[config.mk]
export PLATFORM = sky130hd
export DESIGN_NAME = alu_seq_flat
export DESIGN_NICKNAME = d
export VERILOG_FILES = /design/src/rtl/alu_seq_if.sv /design/src/rtl/alu_seq.sv /design/src/flat_wrapper.sv
export SDC_FILE = /design/constraint.sdc
export NUM_CORES = 1
export LEC_CHECK = 0
export ABC_AREA = 1
export CORE_ASPECT_RATIO = 2
export CORE_MARGIN = 10
export CORE_UTILIZATION = 45
export DETAILED_ROUTE_END_ITERATION = 10
export DONT_BUFFER_PORTS = 1
export SLEW_MARGIN = 0
export SYNTH_ARGS = -nofsm -noshare
export SYNTH_HDL_FRONTEND = slang
export SYNTH_SLANG_ARGS = --single-unit
[constraint.sdc]
create_clock -name clock -period 5.8 [get_ports clock]
set_clock_uncertainty 0.1 [all_clocks]
set_input_delay 0.29 -clock clock [delete_from_list [all_inputs] [get_ports clock]]
set_output_delay 0.29 -clock clock [all_outputs]
set_load 0.1 [all_outputs]
[src/rtl/alu_seq_if.sv]
// Request/response bundle between decode, the sequential ALU and write-back.
interface alu_seq_if #(
    parameter int unsigned DATA_WIDTH = 8,
    parameter int unsigned PARAM_BITS = 8
);
    logic                  in_valid;
    logic                  in_ready;
    logic [4:0]            opcode;
    logic [DATA_WIDTH-1:0] operand1;
    logic [DATA_WIDTH-1:0] operand2;
    logic [PARAM_BITS-1:0] param;
    logic                  out_valid;
    logic                  out_ready;
    logic [DATA_WIDTH-1:0] result;
    logic [DATA_WIDTH-1:0] result_hi;
    logic [5:0]            status;

    // Issuer side: drives requests, consumes results.
    modport master (
        output in_valid, opcode, operand1, operand2, param, out_ready,
        input  in_ready, out_valid, result, result_hi, status
    );

    // ALU side.
    modport slave (
        input  in_valid, opcode, operand1, operand2, param, out_ready,
        output in_ready, out_valid, result, result_hi, status
    );
endinterface

[src/rtl/alu_seq.sv]
// Sequential ALU: single-cycle logic/arith ops, iterative 1-bit-per-cycle shifts and an
// unsigned shift-add multiplier. Result and status are registered and held until accepted.
module alu_seq #(
    parameter int unsigned DATA_WIDTH = 8,
    parameter int unsigned PARAM_BITS = 8
) (
    input logic      clock,
    input logic      reset,
    alu_seq_if.slave bus
);
    localparam int unsigned W    = DATA_WIDTH;
    localparam int unsigned CntW = $clog2(DATA_WIDTH + 1);
    // Wide enough that neither param nor DATA_WIDTH truncates in the clamp compare.
    localparam int unsigned CmpW = PARAM_BITS + 32;

    localparam logic [4:0] OpAdd = 5'h01;
    localparam logic [4:0] OpSub = 5'h02;
    localparam logic [4:0] OpAnd = 5'h03;
    localparam logic [4:0] OpOr  = 5'h04;
    localparam logic [4:0] OpNot = 5'h05;
    localparam logic [4:0] OpXor = 5'h06;
    localparam logic [4:0] OpShl = 5'h07;
    localparam logic [4:0] OpShr = 5'h08;
    localparam logic [4:0] OpMul = 5'h0A;

    typedef enum logic [1:0] {StIdle, StExec, StDone} state_e;

    state_e          state_q, state_d;
    logic [4:0]      op_q, op_d;
    logic [W-1:0]    a_q, a_d, b_q, b_d;
    logic [W-1:0]    shreg_q, shreg_d;
    logic [2*W-1:0]  acc_q, acc_d;       // {high partial sum, remaining multiplier bits}
    logic [CntW-1:0] cnt_q, cnt_d;       // iterations still to run in EXEC
    logic            carry_q, carry_d;   // last bit shifted out
    logic [W-1:0]    result_q, result_d, result_hi_q, result_hi_d;
    logic [5:0]      status_q, status_d;

    logic [PARAM_BITS-1:0] param_in;
    logic [W:0]            add_sum, mul_sum;
    logic [W-1:0]          fin_res, fin_hi;
    logic                  fin_c, fin_u, fin_z, fin_cmp, fin_zres;

    assign param_in = bus.param;
    assign add_sum  = {1'b0, a_q} + {1'b0, b_q};
    assign mul_sum  = {1'b0, acc_q[2*W-1:W]} + (acc_q[0] ? {1'b0, a_q} : {(W+1){1'b0}});

    // Final result/flags from the latched operands and the iterated shift/multiply state.
    always_comb begin
        fin_res  = '0;
        fin_hi   = '0;
        fin_c    = 1'b0;
        fin_u    = 1'b0;
        fin_cmp  = 1'b0;
        fin_zres = 1'b1;
        case (op_q)
            OpAdd: begin
                fin_res = add_sum[W-1:0];
                fin_c   = add_sum[W];
                fin_cmp = 1'b1;
            end
            OpSub: begin
                fin_res = a_q - b_q;
                fin_u   = (b_q > a_q);
                fin_cmp = 1'b1;
            end
            OpAnd: begin fin_res = a_q & b_q; fin_cmp = 1'b1; end
            OpOr:  begin fin_res = a_q | b_q; fin_cmp = 1'b1; end
            OpXor: begin fin_res = a_q ^ b_q; fin_cmp = 1'b1; end
            OpNot: fin_res = ~b_q;
            OpShl, OpShr: begin
                fin_res = shreg_q;
                fin_c   = carry_q;
            end
            OpMul: begin
                fin_res = acc_q[W-1:0];
                fin_hi  = acc_q[2*W-1:W];
                fin_c   = |acc_q[2*W-1:W];
                fin_cmp = 1'b1;
            end
            default: fin_zres = 1'b0;  // NOP and reserved codes report all-zero status
        endcase
        fin_z = (op_q == OpMul) ? (acc_q == '0) : (fin_zres && (fin_res == '0));
    end

    // Next-state: accept in IDLE, iterate in EXEC until the count is spent, hold in DONE.
    always_comb begin
        state_d     = state_q;
        op_d        = op_q;
        a_d         = a_q;
        b_d         = b_q;
        shreg_d     = shreg_q;
        acc_d       = acc_q;
        cnt_d       = cnt_q;
        carry_d     = carry_q;
        result_d    = result_q;
        result_hi_d = result_hi_q;
        status_d    = status_q;
        unique case (state_q)
            StIdle: begin
                if (bus.in_valid) begin
                    op_d    = bus.opcode;
                    a_d     = bus.operand1;
                    b_d     = bus.operand2;
                    shreg_d = bus.operand1;
                    acc_d   = {{W{1'b0}}, bus.operand2};
                    carry_d = 1'b0;
                    case (bus.opcode)
                        OpShl, OpShr: begin
                            if (CmpW'(param_in) >= CmpW'(DATA_WIDTH)) cnt_d = CntW'(DATA_WIDTH);
                            else                                      cnt_d = CntW'(param_in);
                        end
                        OpMul:   cnt_d = CntW'(DATA_WIDTH);  // fixed, even for zero operands
                        default: cnt_d = '0;
                    endcase
                    state_d = StExec;
                end
            end
            StExec: begin
                if (cnt_q != '0) begin
                    cnt_d = cnt_q - CntW'(1);
                    case (op_q)
                        OpMul: acc_d = {mul_sum, acc_q[W-1:1]};
                        OpShl: begin
                            carry_d = shreg_q[W-1];
                            shreg_d = {shreg_q[W-2:0], 1'b0};
                        end
                        OpShr: begin
                            carry_d = shreg_q[0];
                            shreg_d = {1'b0, shreg_q[W-1:1]};
                        end
                        default: ;
                    endcase
                end else begin
                    result_d    = fin_res;
                    result_hi_d = fin_hi;
                    status_d    = {fin_cmp && (a_q < b_q), fin_cmp && (a_q > b_q),
                                   fin_cmp && (a_q == b_q), fin_z, fin_u, fin_c};
                    state_d     = StDone;
                end
            end
            StDone: begin
                if (bus.out_ready) state_d = StIdle;
            end
            default: state_d = StIdle;
        endcase
    end

    // State and output registers with synchronous reset.
    always_ff @(posedge clock) begin
        if (reset) begin
            state_q     <= StIdle;
            op_q        <= '0;
            a_q         <= '0;
            b_q         <= '0;
            shreg_q     <= '0;
            acc_q       <= '0;
            cnt_q       <= '0;
            carry_q     <= 1'b0;
            result_q    <= '0;
            result_hi_q <= '0;
            status_q    <= '0;
        end else begin
            state_q     <= state_d;
            op_q        <= op_d;
            a_q         <= a_d;
            b_q         <= b_d;
            shreg_q     <= shreg_d;
            acc_q       <= acc_d;
            cnt_q       <= cnt_d;
            carry_q     <= carry_d;
            result_q    <= result_d;
            result_hi_q <= result_hi_d;
            status_q    <= status_d;
        end
    end

    assign bus.in_ready  = (state_q == StIdle);
    assign bus.out_valid = (state_q == StDone);
    assign bus.result    = result_q;
    assign bus.result_hi = result_hi_q;
    assign bus.status    = status_q;
endmodule

[src/flat_wrapper.sv]
// flat-port wrapper written by rule: the top's interface ports become plain ports
module alu_seq_flat 
#(
    parameter int unsigned DATA_WIDTH = 8,
    parameter int unsigned PARAM_BITS = 8
)
  (clock, reset, bus_in_valid, bus_opcode, bus_operand1, bus_operand2, bus_param, bus_out_ready, bus_in_ready, bus_out_valid, bus_result, bus_result_hi, bus_status);
  alu_seq_if #(.DATA_WIDTH(DATA_WIDTH), .PARAM_BITS(PARAM_BITS)) bus_i ();
  input logic clock;
  input logic reset;
  input wire logic [$bits(bus_i.in_valid)-1:0] bus_in_valid;
  input wire logic [$bits(bus_i.opcode)-1:0] bus_opcode;
  input wire logic [$bits(bus_i.operand1)-1:0] bus_operand1;
  input wire logic [$bits(bus_i.operand2)-1:0] bus_operand2;
  input wire logic [$bits(bus_i.param)-1:0] bus_param;
  input wire logic [$bits(bus_i.out_ready)-1:0] bus_out_ready;
  output wire logic [$bits(bus_i.in_ready)-1:0] bus_in_ready;
  output wire logic [$bits(bus_i.out_valid)-1:0] bus_out_valid;
  output wire logic [$bits(bus_i.result)-1:0] bus_result;
  output wire logic [$bits(bus_i.result_hi)-1:0] bus_result_hi;
  output wire logic [$bits(bus_i.status)-1:0] bus_status;
  assign bus_i.in_valid = bus_in_valid;
  assign bus_i.opcode = bus_opcode;
  assign bus_i.operand1 = bus_operand1;
  assign bus_i.operand2 = bus_operand2;
  assign bus_i.param = bus_param;
  assign bus_i.out_ready = bus_out_ready;
  assign bus_in_ready = bus_i.in_ready;
  assign bus_out_valid = bus_i.out_valid;
  assign bus_result = bus_i.result;
  assign bus_result_hi = bus_i.result_hi;
  assign bus_status = bus_i.status;
  alu_seq #(.DATA_WIDTH(DATA_WIDTH), .PARAM_BITS(PARAM_BITS)) u_core (.clock(clock), .reset(reset), .bus(bus_i));
endmodule
# Word level (Yosys, flattened, before mapping)
# Index checks and enable logic that the tools add are counted.
[word_totals]
ff_bits = 74
input_bits = 33
output_inout_bits = 24
elab_cells = 94
[classes]
add_sub_neg = 4
order_cmp = 4
n_eq_ne = 21
n_mux = 29
bitwise = 5
n_reduce_logical = 20
[ops]
columns = ["op", "n"]
rows = [
  ["8-bit one-hot mux with 8 select lines", 1],
  ["16-bit two-way mux", 3],
  ["8-bit two-way mux", 4],
  ["16-bit one-hot mux with 2 select lines", 1],
  ["8-bit one-hot mux with 2 select lines", 2],
  ["5-bit by 3-bit == test with 1-bit output (second input constant)", 5],
  ["5-bit by 4-bit == test with 1-bit output (second input constant)", 4],
  ["8-bit greater-than comparator", 2],
  ["16-bit zero test", 1],
  ["4-bit one-hot mux with 2 select lines", 2],
  ["4-bit two-way mux", 3],
  ["5-bit by 2-bit == test with 1-bit output (second input constant)", 2],
  ["8-bit by 8-bit adder with 9-bit output", 1],
  ["8-bit by 9-bit adder with 9-bit output", 1],
  ["9-bit OR reduction", 1],
  ["8-bit AND", 1],
  ["8-bit == test", 1],
  ["8-bit by 4-bit greater-or-equal comparator with 1-bit output (second input constant)", 1],
  ["8-bit zero test", 1],
  ["8-bit < comparator", 1],
  ["8-bit inverter", 1],
  ["8-bit bitwise OR", 1],
  ["4-bit AND reduction", 2],
  ["8-bit OR reduction", 1],
  ["other kinds (23)", 40],
]

# Logic depth before layout (Yosys ltp)
[logic_depth]
word_depth = 6
mapped_depth = 14
depth_no_buf = 13

# Worst setup path after synthesis
# No wires, ideal clock.
[synth_timing]
path_kind = "register to register"
startpoint = "reg u_core.state_q[0]"
endpoint = "reg u_core.shreg_q[2]"
setup_ns = 0.095
arrival_ns = 2.680
required_ns = 5.605
slack_ns = 2.925
path_stages_with_launch = 7
n_path_buf = 1
synth_period_minus_slack_ns = 2.875
cell_sequence = "dfxtp_1 nor2_1 nand2_1 inv_1 a21oi_2 buf_4 a221oi_1"
[synth_via]
elab_chain_cells = 3
elab_cells_between_ends = 8
classes_between = "eq/ne (4); mux (1); reduce/logical (3)"
[synth_lines]
columns = ["item", "line_no", "rtl"]
rows = [
  ["from (decl)", "alu_seq.sv:28", "state_e state_q, state_d;"],
  ["from (signal assigned)", "alu_seq.sv:151", "state_q <= StIdle;"],
  ["from (signal assigned)", "alu_seq.sv:163", "state_q <= state_d;"],
  ["2-bit zero test *", "-", ""],
  ["via bus_in_ready", "flat_wrapper.sv:17", "output wire logic [$bits(bus_i.in_ready)-1:0] bus_in_ready;"],
  ["2-bit inequality test (no source line) or 2-bit nonzero test (tied branches)", "-", ""],
  ["4-bit AND reduction (no source line)", "-", ""],
  ["to (signal assigned)", "alu_seq.sv:167", "shreg_q <= shreg_d;"],
  ["to (decl)", "alu_seq.sv:31", "logic [W-1:0] shreg_q, shreg_d;"],
]
# Mark *: on every way through the listed nets, which the timed path passes. The rest lies on a longest branch.
# A chain may end at the register's enable or synchronous reset.

# Worst setup path in the final report
[layout_timing]
startpoint = "reg u_core.cnt_q[0]"
endpoint = "reg u_core.status_q[5], in the netlist u_core.bus.status[5]"
[layout_via]
elab_chain_cells = 3
[layout_lines]
columns = ["item", "line_no", "rtl"]
rows = [
  ["from (decl)", "alu_seq.sv:33", "logic [CntW-1:0] cnt_q, cnt_d;"],
  ["from (signal assigned)", "alu_seq.sv:169", "cnt_q <= cnt_d;"],
  ["4-bit nonzero test", "alu_seq.sv:119", "if (cnt_q != '0) begin"],
  ["1-bit inverter (no source line)", "-", ""],
  ["2-bit AND reduction (no source line)", "-", ""],
  ["to (signal assigned)", "alu_seq.sv:173", "status_q <= status_d;"],
  ["to (decl)", "alu_seq.sv:36", "logic [5:0] status_q, status_d;"],
]
# Every way passes these cells.

==> flow_metrics.py <==
metrics = {
    "detailed_routing": {
        "wl_per_cell_um": 18.3,
        "firstDrtPassIters": 5,
        "via_per_inst": 5.52,
        "routed_wl_um": 15500,
        "drc": 0,
        "vias": 4671,
        "ant_nets": 0,
        "drt_iter0_markers": 280,
    },
    "setup_path": {
        "crit_path_start_kind": "flop",
        "crit_chain": "inv_1, ha_1, nand2_1, nor2_2, clkinv_1, nor2_1, a22oi_1, nor2_1",
        "arrival_ps": 3130,
        "rr_worst_depth": 8,
        "cp-end-kind": "flop",
        "crit_top_cell": "nor2_1",
        "crit_slowest_cell": "nor2_2",
        "cpPeakStageDelay_ps": 740,
        "crit_type": "reg -> reg",
        "reg2reg_slack_ps": 2830,
        "worstPathRequired_ps": 5970,
        "critical_path.max_fanout": 27,
    },
    "outcome": {
        "status": "finished clean",
    },
    "floorplan": {
        "io_pins": 57,
        "die_h_um": 167,
        "die_area_um2": 15600,
        "std_cell_rows": 53,
        "core_area_um2": 10500,
        "start_util_pct": 46.1,
        "fp.dieW_um": 93.5,
    },
    "finish": {
        "num_antenna_cells": 0,
        "areaGrowthSynthToFinish_pct": 7.31,
        "final_nets": 774,
        "n_fill_cell": 1100,
        "drive_gt1_share_pct": 6.35,
    },
    "synth": {
        "synth_simple_gate_area_share_pct": 29.5,
        "synth-seq-cells": 74,
        "ys_types": 43,
        "yosys.area.top_type_share_pct": 30.5,
        "ys_top_cells_by_area": "dfxtp_1, nand2_1, ha_1",
        "synthMuxAreaShare_pct": 0,
        "synth_cells": 721,
        "synth_area_per_cell_um2": 6.74,
        "synth_top_family_by_area": "simple AND/OR/NAND/NOR gates",
        "synth_enable_flop_cells": 0,
        "synth_compound_area_share_pct": 19.0,
        "syn-cell-area_um2": 4860,
        "synth_ff_type": "dfxtp_1",
        "yosysWarningCount": 0,
        "synthAdderAreaFrac_pct": 9.98,
        "ys_async_sr_fraction_pct": 0,
        "synth-xor-area-share_pct": 1.08,
        "ys_seq_area_share_pct": 30.5,
        "synth_area_leader_cell": "dfxtp_1",
        "syn_nets": 791,
    },
    "clock_network": {
        "cts_sinks": 74,
        "root_buffer": "clkbuf_16",
        "clkSlewWorstSetupHoldPaths_ps": 60,
        "cts_hold_buf": 1,
        "cts-buffers-inserted": 9,
        "post_cts_resized": 0,
        "postCtsSetupBuffers": 0,
        "tritoncts": "yes",
        "htreeDepth": 3,
        "cts_buffer_depth": 2,
        "insertion_delay_ps": 330,
    },
    "power": {
        "cellPowerDensity_nw_per_um2": 330,
        "vdd_drop_max_mv": 0.225,
        "p_leak_nw": 2.37,
    },
    "min_path": {
        "min_path_type": "in -> reg",
        "min_path_cells": 2,
    },
    "sta": {
        "worst_slack_ps": 2830,
        "fin_crit_ps": 2970,
        "maxSlewViolCount": 0,
        "relSlewSlack_pct": 25.1,
        "post-route-period-util_pct": 51.1,
        "rsz0062_at_grt": "no",
        "hold_viol": 0,
        "worst_pin_slew_ps": 1120,
        "finalSetupViolations": 0,
        "fmax_mhz": 337,
        "tns_ps": 0,
    },
    "global_routing": {
        "grt_util_met3_pct": 3.65,
        "track_usage_pct": 19.8,
        "antenna_found_initial": 0,
        "grt_pass1_wl_um": 24100,
        "grt.met1_usage_pct": 19.0,
        "grt_overflow_total": 0,
        "grt_pass1_vias": 4603,
        "grt_max_degree": 44,
        "gr-usage-met2_pct": 37.1,
        "busiest_layer": "met2",
    },
    "place": {
        "portBuffers": 0,
        "gp_congestion": 0.955,
        "dp_hpwl_um": 12500,
        "dp_worst_setup_slack_ps": 2890,
    },
    "job": {
        "cap_violations": 0,
    },
}
-- where the power goes --
group | switching, mW | leakage [nW] | total, mW | internal [mW]
combinational | 0.333 | 1.63 | 0.473 | 0.140
sequential | 0.134 | 0.607 | 0.694 | 0.560
clock | 0.220 | 0.139 | 0.553 | 0.334
total | 0.687 | 2.37 | 1.72 | 1.03
-- critical path, delay by kind of cell, from the launching register on --
kind,cells,cell delay [ps]
adder cells (fa/ha/maj),1,170
flip-flops,1,310
AO/OA/AOI/OAI,1,110
buffers and inverters,2,850
AND/OR/NAND/NOR,4,1350
-- cells in the mapped netlist (2+ instances only) --
cell type    n
nand2_1    151
inv_1       83
a21oi_1     81
dfxtp_1     74
nand3_1     58
nor2_1      54
o21ai_0     52
ha_1        34
clkbuf_1    20
nand4_1     15
a31oi_1     10
nor3_1       8
o211ai_1     8
a221oi_1     7
buf_2        5
inv_2        5
nor2_2       5
nand3b_1     4
nor4_1       4
xor2_1       4
buf_4        3
fa_1         3
nand2_2      3
nand3_2      3
nor2_4       3
or2_2        3
a21boi_0     2
a21o_1       2
buf_6        2
xnor2_1      2
-- sequential cells by signal (all words and copies together) (netlist names) --
register              count
u_core.acc_q             16
u_core.a_q                8
u_core.b_q                8
u_core.bus.result         8
u_core.bus.result_hi      8
u_core.shreg_q            8
u_core.bus.status         6
u_core.op_q               5
u_core.cnt_q              4
u_core.state_q            2
u_core.carry_q            1
-- cell usage in the layout (no fill, tap or decap), types with 2 or more instances in the layout --
| master | instances |
|---|---|
| nand2_1 | 151 |
| inv_1 | 83 |
| a21oi_1 | 81 |
| dfxtp_1 | 74 |
| nand3_1 | 58 |
| o21ai_0 | 52 |
| nor2_1 | 52 |
| ha_1 | 34 |
| nand4_1 | 15 |
| a31oi_1 | 10 |
| clkbuf_16 | 9 |
| o211ai_1 | 8 |
| nor3_1 | 8 |
| nor2_2 | 7 |
| a221oi_1 | 7 |
| inv_2 | 5 |
| nand3b_1 | 4 |
| nor4_1 | 4 |
| xor2_1 | 4 |
| nand2_2 | 3 |
| nor2_4 | 3 |
| nand3_2 | 3 |
| or2_2 | 3 |
| fa_1 | 3 |
| xnor2_1 | 2 |
| a21o_1 | 2 |
| a21boi_0 | 2 |
| clkinvlp_4 | 2 |
| clkinv_4 | 2 |
-- routing by layer --
metal	part of all wire [%]	up-vias
li1	-	2366
met1	36	2144
met2	55	124
met3	4.0	37
met4	5.5	0
met5	0	-
-- layout make-up --
type | count | area (um2) | share of cell area [%]
Inverter | 90 | 340 | 6.52
Timing Repair Buffer | 2 | 27.5 | 0.528
Tap cell | 137 | 171 | 3.29
Clock buffer | 10 | 229 | 4.39
Sequential cell | 74 | 1480 | 28.4
Multi-Input combinational cell | 527 | 2900 | 55.6
Clock inverter | 6 | 67.6 | 1.29
-- per-stage QoR --
stage               area (um2)  cells  util, %  total power, mW  hold WS (ps)
floorplan                 4860    721        -             1.05           344
global placement          4900    829     46.5             1.16           264
detailed placement        4900    829     46.5             1.17           266
CTS                       5220    846     49.5             1.73          7.38
global route              5220    846     49.5             1.81          14.8
finish                    5220    846     49.5             1.72          15.5
-- cells by family (layout without fill, tap and decap cells) --
group,Yosys count,after routing
flops,74,74
compound gates,168,168
simple gates,316,316
buf+inv,120,108
fa+ha+maj,37,37
xor+xnor,6,6
-- path summary, 6_finish.rpt --
kind | from | to
setup / recovery | u_core.cnt_q[0] | u_core.bus.status[5]
hold / removal | bus_operand2[1] | u_core.acc_q[1]
setup reg to reg | u_core.cnt_q[0] | u_core.bus.status[5]
hold reg to reg | u_core.carry_q | u_core.carry_q
No activity file was read; power rests on OpenSTA's default activity.
